## src/rtl/fsm_spi_slave_rx.sv

```systemverilog
// SPI slave receiver: oversamples sclk/cs/mosi with the system clock and
// deserialises DATA_W-bit words, flagging frames that cs aborts mid-word.
module fsm_spi_slave_rx #(
  parameter int DATA_W     = 8,
  parameter bit MSB_FIRST  = 1'b1,
  parameter bit SAMPLE_NEG = 1'b1
) (
  input  logic              clk,
  input  logic              rst,
  input  logic              sclk,
  input  logic              cs,
  input  logic              mosi,
  output logic [DATA_W-1:0] data_out,
  output logic              data_valid,
  output logic              busy,
  output logic              frame_err
);

  localparam int CNT_W = $clog2(DATA_W) + 1;
  localparam logic [CNT_W-1:0] LAST_BIT = CNT_W'(DATA_W - 1);

  typedef enum logic [1:0] {
    IDLE = 2'b00,
    RECV = 2'b01
  } state_t;

  state_t              state_q;
  logic [CNT_W-1:0]    bit_cnt_q;
  logic [DATA_W-1:0]   shift_q;
  logic [DATA_W-1:0]   shift_d;
  logic [DATA_W-1:0]   data_out_q;
  logic                data_valid_q;
  logic                busy_q;
  logic                frame_err_q;

  logic sclk_s1_q, sclk_s2_q, sclk_d_q;
  logic cs_s1_q, cs_s2_q, cs_d_q;
  logic mosi_s1_q, mosi_s2_q;

  logic sample_edge;
  logic cs_fall;
  logic cs_rise;
  logic last_bit;
  logic word_done;
  logic partial_abort;

  always_comb begin
    sample_edge = SAMPLE_NEG ? (sclk_d_q & ~sclk_s2_q) : (~sclk_d_q & sclk_s2_q);
    cs_fall     = cs_d_q & ~cs_s2_q;
    cs_rise     = ~cs_d_q & cs_s2_q;
    last_bit    = (bit_cnt_q == LAST_BIT);
    word_done   = sample_edge & last_bit;
    // A bit landing on the cs_rise cycle still counts towards a partial word.
    partial_abort = cs_rise & ~word_done & ((bit_cnt_q != '0) | sample_edge);
    if (MSB_FIRST) begin
      shift_d = {shift_q[DATA_W-2:0], mosi_s2_q};
    end else begin
      shift_d = {mosi_s2_q, shift_q[DATA_W-1:1]};
    end
  end

  // NOTE: state and outputs are registered with <= so every flop samples the
  // pre-edge values; reset clears the shift register too so no partial word survives.
  always_ff @(posedge clk or negedge rst) begin
    if (!rst) begin
      sclk_s1_q    <= 1'b0;
      sclk_s2_q    <= 1'b0;
      sclk_d_q     <= 1'b0;
      cs_s1_q      <= 1'b0;
      cs_s2_q      <= 1'b0;
      cs_d_q       <= 1'b0;
      mosi_s1_q    <= 1'b0;
      mosi_s2_q    <= 1'b0;
      state_q      <= IDLE;
      bit_cnt_q    <= '0;
      shift_q      <= '0;
      data_out_q   <= '0;
      data_valid_q <= 1'b0;
      busy_q       <= 1'b0;
      frame_err_q  <= 1'b0;
    end else begin
      sclk_s1_q    <= sclk;
      sclk_s2_q    <= sclk_s1_q;
      sclk_d_q     <= sclk_s2_q;
      cs_s1_q      <= cs;
      cs_s2_q      <= cs_s1_q;
      cs_d_q       <= cs_s2_q;
      mosi_s1_q    <= mosi;
      mosi_s2_q    <= mosi_s1_q;
      data_valid_q <= 1'b0;
      frame_err_q  <= 1'b0;

      case (state_q)
        IDLE: begin
          busy_q <= 1'b0;
          if (cs_fall) begin
            bit_cnt_q <= '0;
            state_q   <= RECV;
            busy_q    <= 1'b1;
          end
        end

        RECV: begin
          busy_q <= 1'b1;
          if (sample_edge) begin
            shift_q <= shift_d;
            if (last_bit) begin
              data_out_q   <= shift_d;
              data_valid_q <= 1'b1;
              bit_cnt_q    <= '0;
            end else begin
              bit_cnt_q <= bit_cnt_q + CNT_W'(1);
            end
          end
          if (cs_rise) begin
            state_q     <= IDLE;
            busy_q      <= 1'b0;
            bit_cnt_q   <= '0;
            frame_err_q <= partial_abort;
          end
        end

        default: begin
          state_q   <= IDLE;
          busy_q    <= 1'b0;
          bit_cnt_q <= '0;
        end
      endcase
    end
  end

  assign data_out   = data_out_q;
  assign data_valid = data_valid_q;
  assign busy       = busy_q;
  assign frame_err  = frame_err_q;

endmodule

```

## config.mk

```make
export PLATFORM = sky130hd
export DESIGN_NAME = fsm_spi_slave_rx
export DESIGN_NICKNAME = d
export VERILOG_FILES = /design/src/rtl/fsm_spi_slave_rx.sv
export SDC_FILE = /design/constraint.sdc
export NUM_CORES = 1
export LEC_CHECK = 0
export ABC_AREA = 0
export BUFFER_PORTS_ARGS = -buffer_cell sky130_fd_sc_hd__buf_4
export CAP_MARGIN = 20
export CORE_UTILIZATION = 30
export CTS_CLUSTER_SIZE = 40
export DETAILED_ROUTE_END_ITERATION = 8
export HOLD_SLACK_MARGIN = 0.06
export PLACE_DENSITY = 0.51
export SYNTH_ARGS = -nofsm -noshare
export SYNTH_HDL_FRONTEND = slang
export SYNTH_SLANG_ARGS = --single-unit
```

## constraint.sdc

```tcl
create_clock -name clk -period 1.9 [get_ports clk]
set_clock_uncertainty 0.1 [all_clocks]
set_input_delay 0.285 -clock clk [delete_from_list [all_inputs] [get_ports clk]]
set_output_delay 0.285 -clock clk [all_outputs]
set_load 0.005 [all_outputs]
```

== Word level (Yosys, flattened, before mapping) ==
Cells that the tools add are included.

* Add/sub/neg operators: 1
* Multipliers: 0
* Div/mod/pow operators: 0
* Magnitude comparators: 0
* Equal/unequal tests: 5
* Shift-type cells: 0
* Mux-type cells: 16
* Bitwise logic cells: 11
* Reduce and logical (&&, ||, !) cells: 6

{| class="wikitable"
|+ Operator list
! cell !! number
|-
| 2-to-1 mux 4 bit || 4
|-
| one-hot mux 4 bit (2 select lines) || 1
|-
| 2-to-1 mux 1 bit || 7
|-
| AND 1 bit || 6
|-
| AND reduction 2 bit || 3
|-
| adder 4 x 1 -> 4 bit (second input constant) || 1
|-
| == test 4 x 3 -> 1 bit (second input constant) || 1
|-
| 2-to-1 mux 2 bit || 2
|-
| inequality test 2 bit (second input constant) || 2
|-
| inverter 1 bit || 4
|-
| one-hot mux 2 bit (2 select lines) || 1
|-
| nonzero test 4 bit || 1
|-
| inequality test 3 bit (second input constant) || 1
|-
| AND reduction 3 bit || 1
|-
| == test 2 x 1 -> 1 bit (second input constant) || 1
|-
| logical NOT 2 bit || 1
|-
| one-hot mux 1 bit (2 select lines) || 1
|-
| OR 1 bit || 1
|}

* Register bits after elaboration: 32
* Latch bits: 0
* Memory bits (writable): 0
* Memory bits (read-only): 0
* Input port bits: 5
* Output and inout port bits: 11
* Word-level logic and storage cells: 54
* Memories: 0

== Depth between registers and ports, before layout ==
Gate-level depths: netlist (run 1).

* Word-level depth: 8
* Gate-level depth with buffers: 5
* Depth with buffers taken out: 5

== Worst setup path before layout (run 1) ==
OpenSTA, ideal clock, no wires.

* Path kind: register to register
* From: register bit_cnt_q[0]
* To: register data_out_q[0], in the netlist data_out[0]
* Setup time: 0.125 ns
* Arrival time: 1.343 ns
* Required time: 1.675 ns
* Slack: 0.332 ns
* Stages on the path, launching flop included: 5
* Buffers on the path: 0
* Period minus slack after synthesis: 1.568 ns
* Path through: dfrtp_1 > ha_1 > nand2_1 > nor3_4 > mux2_2

* Cells in the longest elaborated chain, start to end: 2

{| class="wikitable"
|+ Ends and longest elaborated chain
! item !! line !! RTL
|-
| from (decl) || 28 || <nowiki>logic [CNT_W-1:0] bit_cnt_q;</nowiki>
|-
| from (signal assigned) || 112 || <nowiki>bit_cnt_q <= bit_cnt_q + CNT_W'(1);</nowiki>
|-
| == test 4 x 3 -> 1 bit || 51 || <nowiki>last_bit = (bit_cnt_q == LAST_BIT);</nowiki>
|-
| AND reduction 3 bit (no line) || - ||
|-
| to (signal assigned) || 108 || <nowiki>data_out_q <= shift_d;</nowiki>
|-
| to (decl) || 31 || <nowiki>logic [DATA_W-1:0] data_out_q;</nowiki>
|}

No other way between the ends.
A chain may end at the register's enable or synchronous reset.

== Worst setup path after layout (run 1) ==
Ends and elaborated chain as after synthesis.

==> run_results.csv, run 1 <==
group,metric,value,unit
grt,gr-total-overflow,0,
setup_path,slowest_delay,0.39,ns
sta,max_slew.worst_pin.slew,0.469,ns
power,internal_power,1120,uW
setup_path,worstSetupPathType,"flop to flop",
placement,place.gp.congestion,0.814,
floorplan,die_y,64.6,um
sta,period_needed,1.72,ns
synthesis,yosys_register_bits,31,
routing,num_vias,703,
clock_network,clock_latency,0.27,ns
synthesis,ys_seq_area_frac,0.659,
routing,ant_nets,0,
setup_path,path_max_fanout,9,
sta,max_freq,0.580,GHz
placement,port_buffers,15,
synthesis,synth_area_per_cell,14.7,um^2
grt,track_usage,0.114,
setup_path,critPathArrivalTime,1.78,ns
job,drv_cap,0,
setup_path,end_kind,"flop",
sta,rsz0062_at_grt,"no",
sta,fin_setup_tns,0,ns
power,p_seq_frac,0.552,
setup_path,crit_family,"simple AND/OR/NAND/NOR gates",
synthesis,yosys_most_used_dff,"dfrtp_1",
clock_network,tritoncts,"done",
grt,grt_max_degree,32,
grt,use_met3,0.0475,
clock_network,clockRootBuffer,"clkbuf_8",
cells_and_area,drive_gt1_frac,0.380,
routing,firstDrtPassIters,3,
cells_and_area,final_util,0.399,
power,pwr-share-clk,0.321,
setup_path,crit_chain,"ha_1 > nand2_1 > nor3_4 > mux2_2",
setup_path,crit_path_start_kind,"flop",
clock_network,cts_sinks,31,
cells_and_area,multi_input_area,385,um^2
clock_network,clk_pin_slew_worst_paths,0.06,ns
worst_hold_path,hold_class,"flop to flop",
floorplan,start_util,0.317,
grt,top_usage_layer,"met2",
grt,antenna_found_initial,0,
sta,slew_violations,0,
cells_and_area,fillers,364,
sta,finalCritPeriodShare,0.907,
cells_and_area,finalInstanceArea,1480,um^2
routing,drc,0,
clock_network,cts_setup_buffers,0,
clock_network,cts_buffer_depth,2,
grt,first_global_vias,776,
power,p_per_area,994,nW/um^2
power,combPwrFrac,0.127,
floorplan,dieWidth,64.6,um
synthesis,synthesis.nets,87,
power,p_leak,0.000710,uW
floorplan,pin_count,16,
sta,max-slew-margin-rel,0.686,
cells_and_area,register_area,776,um^2
sta,hold_violations,0,
synthesis,async_flop_share,1.00,
sta,setup_viol,0,
synthesis,synth_edf_count,0,
placement,dp_hpwl,1170,um
synthesis,ys_warn_count,0,
synthesis,syn_area,1180,um^2
setup_path,worst_path_max_delay_cell,"nor3_4",
grt,grt_first_pass_wirelength,3480,um
synthesis,synth_top_cell_by_area,"dfrtp_1",
setup_path,cp_data_required_time,1.95,ns
setup_path,crit_buf_inv,0,
power,switching_power,356,uW
routing,routedWlPerCell,11.7,um
routing,drtIter0Drc,11,
run_status,status,"completed",
synthesis,synth.distinct_cells,22,
synthesis,netlist.area_leader.share,0.659,
cells_and_area,antennaDiodeCount,0,
grt,grt_use_met1,0.137,
routing,avgViaCountPerCell,4.51,
cells_and_area,nNetsFinal,114,
cells_and_area,area_growth,25.8,%
synthesis,syn-instance-count,80,
clock_network,numCtsBuffers,5,
floorplan,die_area,4180,um^2
floorplan,core_area,3720,um^2
routing,totalWireLength,1830,um
clock_network,htreeDepth,2,
clock_network,ctsResizeCount,0,
synthesis,ys_top_cells_by_area,"dfrtp_1, mux2_2, ha_1, nand3b_4, a31oi_1",
power,p_sw_frac,0.242,
floorplan,num_rows,22,
grt,met2_usage,0.174,
power,ir_worst_vdd,0.000388,V
placement,placed_area,1360,um^2
## synth_stat cells (all sizes together) (2+ instances only)
cell / number
a31oi: 3
dfrtp: 31
ha: 2
inv: 3
mux2: 15
nand2: 3
nand2b: 2
nand3: 3
nor2: 2
nor3b: 2
o21ai: 3
## cells by family (layout without fill, tap and decap cells)
| kind of cell | Yosys count | after routing | synth area share |
|---|---|---|---|
| compound gates | 10 | 10 | 0.0531 |
| buf+inv | 4 | 32 | 0.0138 |
| flops | 31 | 31 | 0.659 |
| fa+ha+maj | 2 | 2 | 0.0213 |
| simple gates | 17 | 17 | 0.101 |
| mux | 16 | 16 | 0.152 |
## per-layer routing
metal / vias up / part of all wire
met5: - / 0
met4: 0 / 0.011
met3: 2 / 0.028
li1: 337 / -
met2: 9 / 0.46
met1: 355 / 0.50
## state kept, by name, indices dropped and copies added, names as in the netlist
name / count
mosi_s2_q: 1
cs_s2_q: 1
frame_err: 1
sclk_s1_q: 1
data_out: 8
busy: 1
mosi_s1_q: 1
sclk_d_q: 1
data_valid: 1
bit_cnt_q: 4
cs_s1_q: 1
state_q: 1
cs_d_q: 1
shift_q: 7
sclk_s2_q: 1
## repair_timing
item                       in CTS  in global routing
hold endpoints to repair       34                  0
setup endpoints to repair       0                  1
hold buffers                    4                  0
## cell type report
cell class,instances,area share
Clock buffer,7,0.0515
Clock inverter,1,0.00338
Inverter,3,0.00760
Multi-Input combinational cell,45,0.260
Sequential cell,31,0.524
Tap cell,48,0.0405
Timing Repair Buffer,21,0.113
## through the flow
step | worst slack, ns | hold slack, ns | power [uW] | std cells
2_1_floorplan | 0.332 | -0.111 | 940 | 80
3_3_place_gp | 0.182 | 0.134 | 999 | 144
3_5_place_dp | 0.149 | 0.141 | 1010 | 144
4_1_cts | 0.121 | 0.253 | 1500 | 156
5_1_grt | 0.0459 | 0.264 | 1580 | 156
6_report | 0.177 | 0.251 | 1470 | 156
## power by group through the flow
stage                     Combinational, uW  Clock (uW)  Sequential, uW
final                                   187         473             813
after global routing                    216         532             829
after CTS                               189         500             813
after detailed placement                182           0             825
after global placement                  178           0             821
after floorplan                         132           0             807
## cell usage in the layout (no fill, tap or decap)
master | netlist | final
a211oi_1 | 1 | 1
a21o_1 | 1 | 1
a21oi_1 | 1 | 1
a31oi_1 | 3 | 3
buf_4 | 0 | 17
clkbuf_1 | 0 | 2
clkbuf_8 | 0 | 5
clkinv_2 | 0 | 1
dfrtp_1 | 31 | 31
dlygate4sd3_1 | 0 | 4
ha_1 | 2 | 2
inv_1 | 3 | 3
mux2_2 | 15 | 15
mux2i_1 | 1 | 1
nand2_1 | 3 | 3
nand2b_1 | 2 | 2
nand3_1 | 3 | 3
nand3b_4 | 1 | 1
nand4_1 | 1 | 1
nor2_1 | 2 | 2
nor2b_1 | 1 | 1
nor3_4 | 1 | 1
nor3b_1 | 2 | 2
o2111ai_1 | 1 | 1
o21ai_0 | 3 | 3
or3b_2 | 1 | 1
## path summary, 6_finish.rpt
check	from	end	slack (ns)	cells after the start
max in group asynchronous	rst	shift_q[2]	1.02	2
min in group asynchronous	rst	cs_d_q	0.39	2
setup reg to reg	bit_cnt_q[0]	data_out[0]	0.18	4
hold / removal	cs_s1_q	cs_s2_q	0.25	0
setup / recovery	bit_cnt_q[0]	data_out[0]	0.18	4
hold reg to reg	cs_s1_q	cs_s2_q	0.25	0
No activity file was read; power rests on OpenSTA's default activity.
==> run 2: changes to the inputs <==
--- a/config.mk
+++ b/config.mk
@@ -8,11 +8,13 @@
 export ABC_AREA = 0
 export BUFFER_PORTS_ARGS = -buffer_cell sky130_fd_sc_hd__buf_4
 export CAP_MARGIN = 20
+export CORE_MARGIN = 2
 export CORE_UTILIZATION = 30
 export CTS_CLUSTER_SIZE = 40
 export DETAILED_ROUTE_END_ITERATION = 8
 export HOLD_SLACK_MARGIN = 0.06
 export PLACE_DENSITY = 0.51
+export SETUP_SLACK_MARGIN = 0.2
 export SYNTH_ARGS = -nofsm -noshare
 export SYNTH_HDL_FRONTEND = slang
 export SYNTH_SLANG_ARGS = --single-unit
==> run_results.csv, run 2 (same netlist as run 1, synthesis figures left out) <==
group,metric,value,unit
clock_network,clock_latency,0.27,ns
worst_hold_path,hp-start,"cs_s1_q",
setup_path,cp_data_required_time,1.96,ns
routing,drc,0,
grt,antenna_found_initial,0,
grt,met2_usage,0.168,
floorplan,dieWidth,66.6,um
placement,port_buffers,15,
routing,ant_nets,0,
setup_path,worstSetupPathType,"flop to flop",
clock_network,tritoncts,"done",
worst_hold_path,hold_class,"flop to flop",
floorplan,die_area,4440,um^2
grt,track_usage,0.104,
setup_path,worst_r2r_endpoint,"data_out[2]",
setup_path,worstRegToRegCells,5,
setup_path,worst_path_max_delay_cell,"dfrtp_1",
cells_and_area,largest_reg_flops,8,
setup_path,r2r_slack,0.28,ns
floorplan,core_area,3720,um^2
power,pwr-share-clk,0.363,
sta,rsz0062_at_grt,"no",
setup_path,slowest_delay,0.38,ns
cells_and_area,final_util,0.407,
power,p_total,1570,uW
sta,slew_violations,0,
routing,drtIter0Drc,18,
power,p_leak,0.000721,uW
floorplan,num_rows,22,
power,ir_worst_vdd,0.000534,V
sta,fin_setup_tns,0,ns
grt,gr-total-overflow,0,
clock_network,clockRootBuffer,"clkbuf_8",
cells_and_area,drive_gt1_frac,0.413,
grt,first_global_vias,761,
sta,max-slew-margin-rel,0.743,
routing,firstDrtPassIters,4,
worst_hold_path,hold_path_depth,0,
power,p_per_area,1040,nW/um^2
grt,top_usage_layer,"met2",
grt,grt_first_pass_wirelength,3350,um
power,switching_power,380,uW
floorplan,die_y,66.6,um
sta,hold_violations,0,
sta,max_freq,0.616,GHz
cells_and_area,nNetsFinal,115,
power,p_seq_frac,0.518,
worst_hold_path,whs_endpoint,"cs_s2_q",
routing,routedWlPerCell,12.4,um
clock_network,clk_pin_slew_worst_paths,0.06,ns
floorplan,pin_count,16,
sta,period_needed,1.62,ns
power,p_sw_frac,0.242,
cells_and_area,antennaDiodeCount,0,
run_status,status,"completed",
placement,place.gp.congestion,0.783,
sta,finalCritPeriodShare,0.854,
clock_network,cts_buffer_depth,2,
grt,use_met3,0.0507,
setup_path,crit_buf_inv,1,
clock_network,cts_sinks,31,
grt,grt_max_degree,32,
setup_path,path_max_fanout,9,
cells_and_area,most-common-layout-cells,"dfrtp_1, buf_4, mux2_2",
routing,avgViaCountPerCell,4.59,
floorplan,start_util,0.317,
cells_and_area,layout_commonest_cell,"dfrtp_1",
grt,grt_use_met1,0.117,
clock_network,htreeDepth,2,
setup_path,crit_family,"flip-flops",
job,drv_cap,0,
power,combPwrFrac,0.119,
power,internal_power,1190,uW
sta,max_slew.worst_pin.slew,0.385,ns
routing,num_vias,721,
sta,setup_viol,0,
setup_path,crit_path_start_kind,"flop",
cells_and_area,area_growth,28.6,%
clock_network,numCtsBuffers,5,
setup_path,end_kind,"flop",
setup_path,crit_chain,"ha_2 > nand2_1 > nor3_4 > buf_4 > mux2_2",
routing,totalWireLength,1940,um
setup_path,critPathArrivalTime,1.68,ns
setup_path,rr_startpoint,"bit_cnt_q[0]",
-- run 2: final cells by class --
class                           count  area, um^2
Inverter                            3        11.3
Tap cell                           48        60.1
Fill cell                         369        2200
Clock inverter                      1        7.51
Sequential cell                    31         776
Timing Repair Buffer               22         175
Clock buffer                        7        96.3
Multi-Input combinational cell     45         388
-- run 2: worst max path at each step --
stage / startpoint / depth (start not counted) / to / slack [ns]
floorplan: bit_cnt_q[0] / 4 / data_out[0] / 0.33
global placement: bit_cnt_q[0] / 5 / data_out[2] / 0.30
detailed placement: bit_cnt_q[0] / 5 / data_out[6] / 0.26
CTS: bit_cnt_q[0] / 5 / data_out[2] / 0.24
global route: bit_cnt_q[1] / 5 / data_out[2] / 0.22
finish: bit_cnt_q[0] / 5 / data_out[2] / 0.28
-- run 2: repair_timing --
item | CTS | global route
resized for setup | 0 | 1
hold endpoints to repair | 34 | 0
hold buffers | 4 | 0
setup buffers | 0 | 0
setup endpoints to repair | 0 | 3
-- run 2: power by group through the flow --
| stage | sequential (uW) | clock (uW) | combinational, uW |
|---|---|---|---|
| 4_1_cts | 814 | 587 | 190 |
| 3_5_place_dp | 826 | 0 | 181 |
| 2_1_floorplan | 807 | 0 | 132 |
| 3_3_place_gp | 821 | 0 | 178 |
| 6_report | 813 | 570 | 187 |
| 5_1_grt | 827 | 621 | 210 |
-- run 2: metal layers --
metal | part of all wire | up-vias | wire, um
li1 | - | 338 | -
met1 | 0.45 | 359 | 877
met2 | 0.48 | 22 | 934
met3 | 0.058 | 2 | 112
met4 | 0.010 | 0 | 20
met5 | 0 | - | 0
-- run 2: stage by stage --
| stage | worst slack, ns | instance area [um^2] | hold WS, ns | instances |
|---|---|---|---|---|
| floorplan | 0.332 | 1180 | -0.111 | 80 |
| global placement | 0.302 | 1370 | 0.135 | 145 |
| global route | 0.216 | 1510 | 0.268 | 157 |
| detailed placement | 0.262 | 1370 | 0.144 | 145 |
| CTS | 0.242 | 1510 | 0.250 | 157 |
| finish | 0.277 | 1510 | 0.248 | 157 |
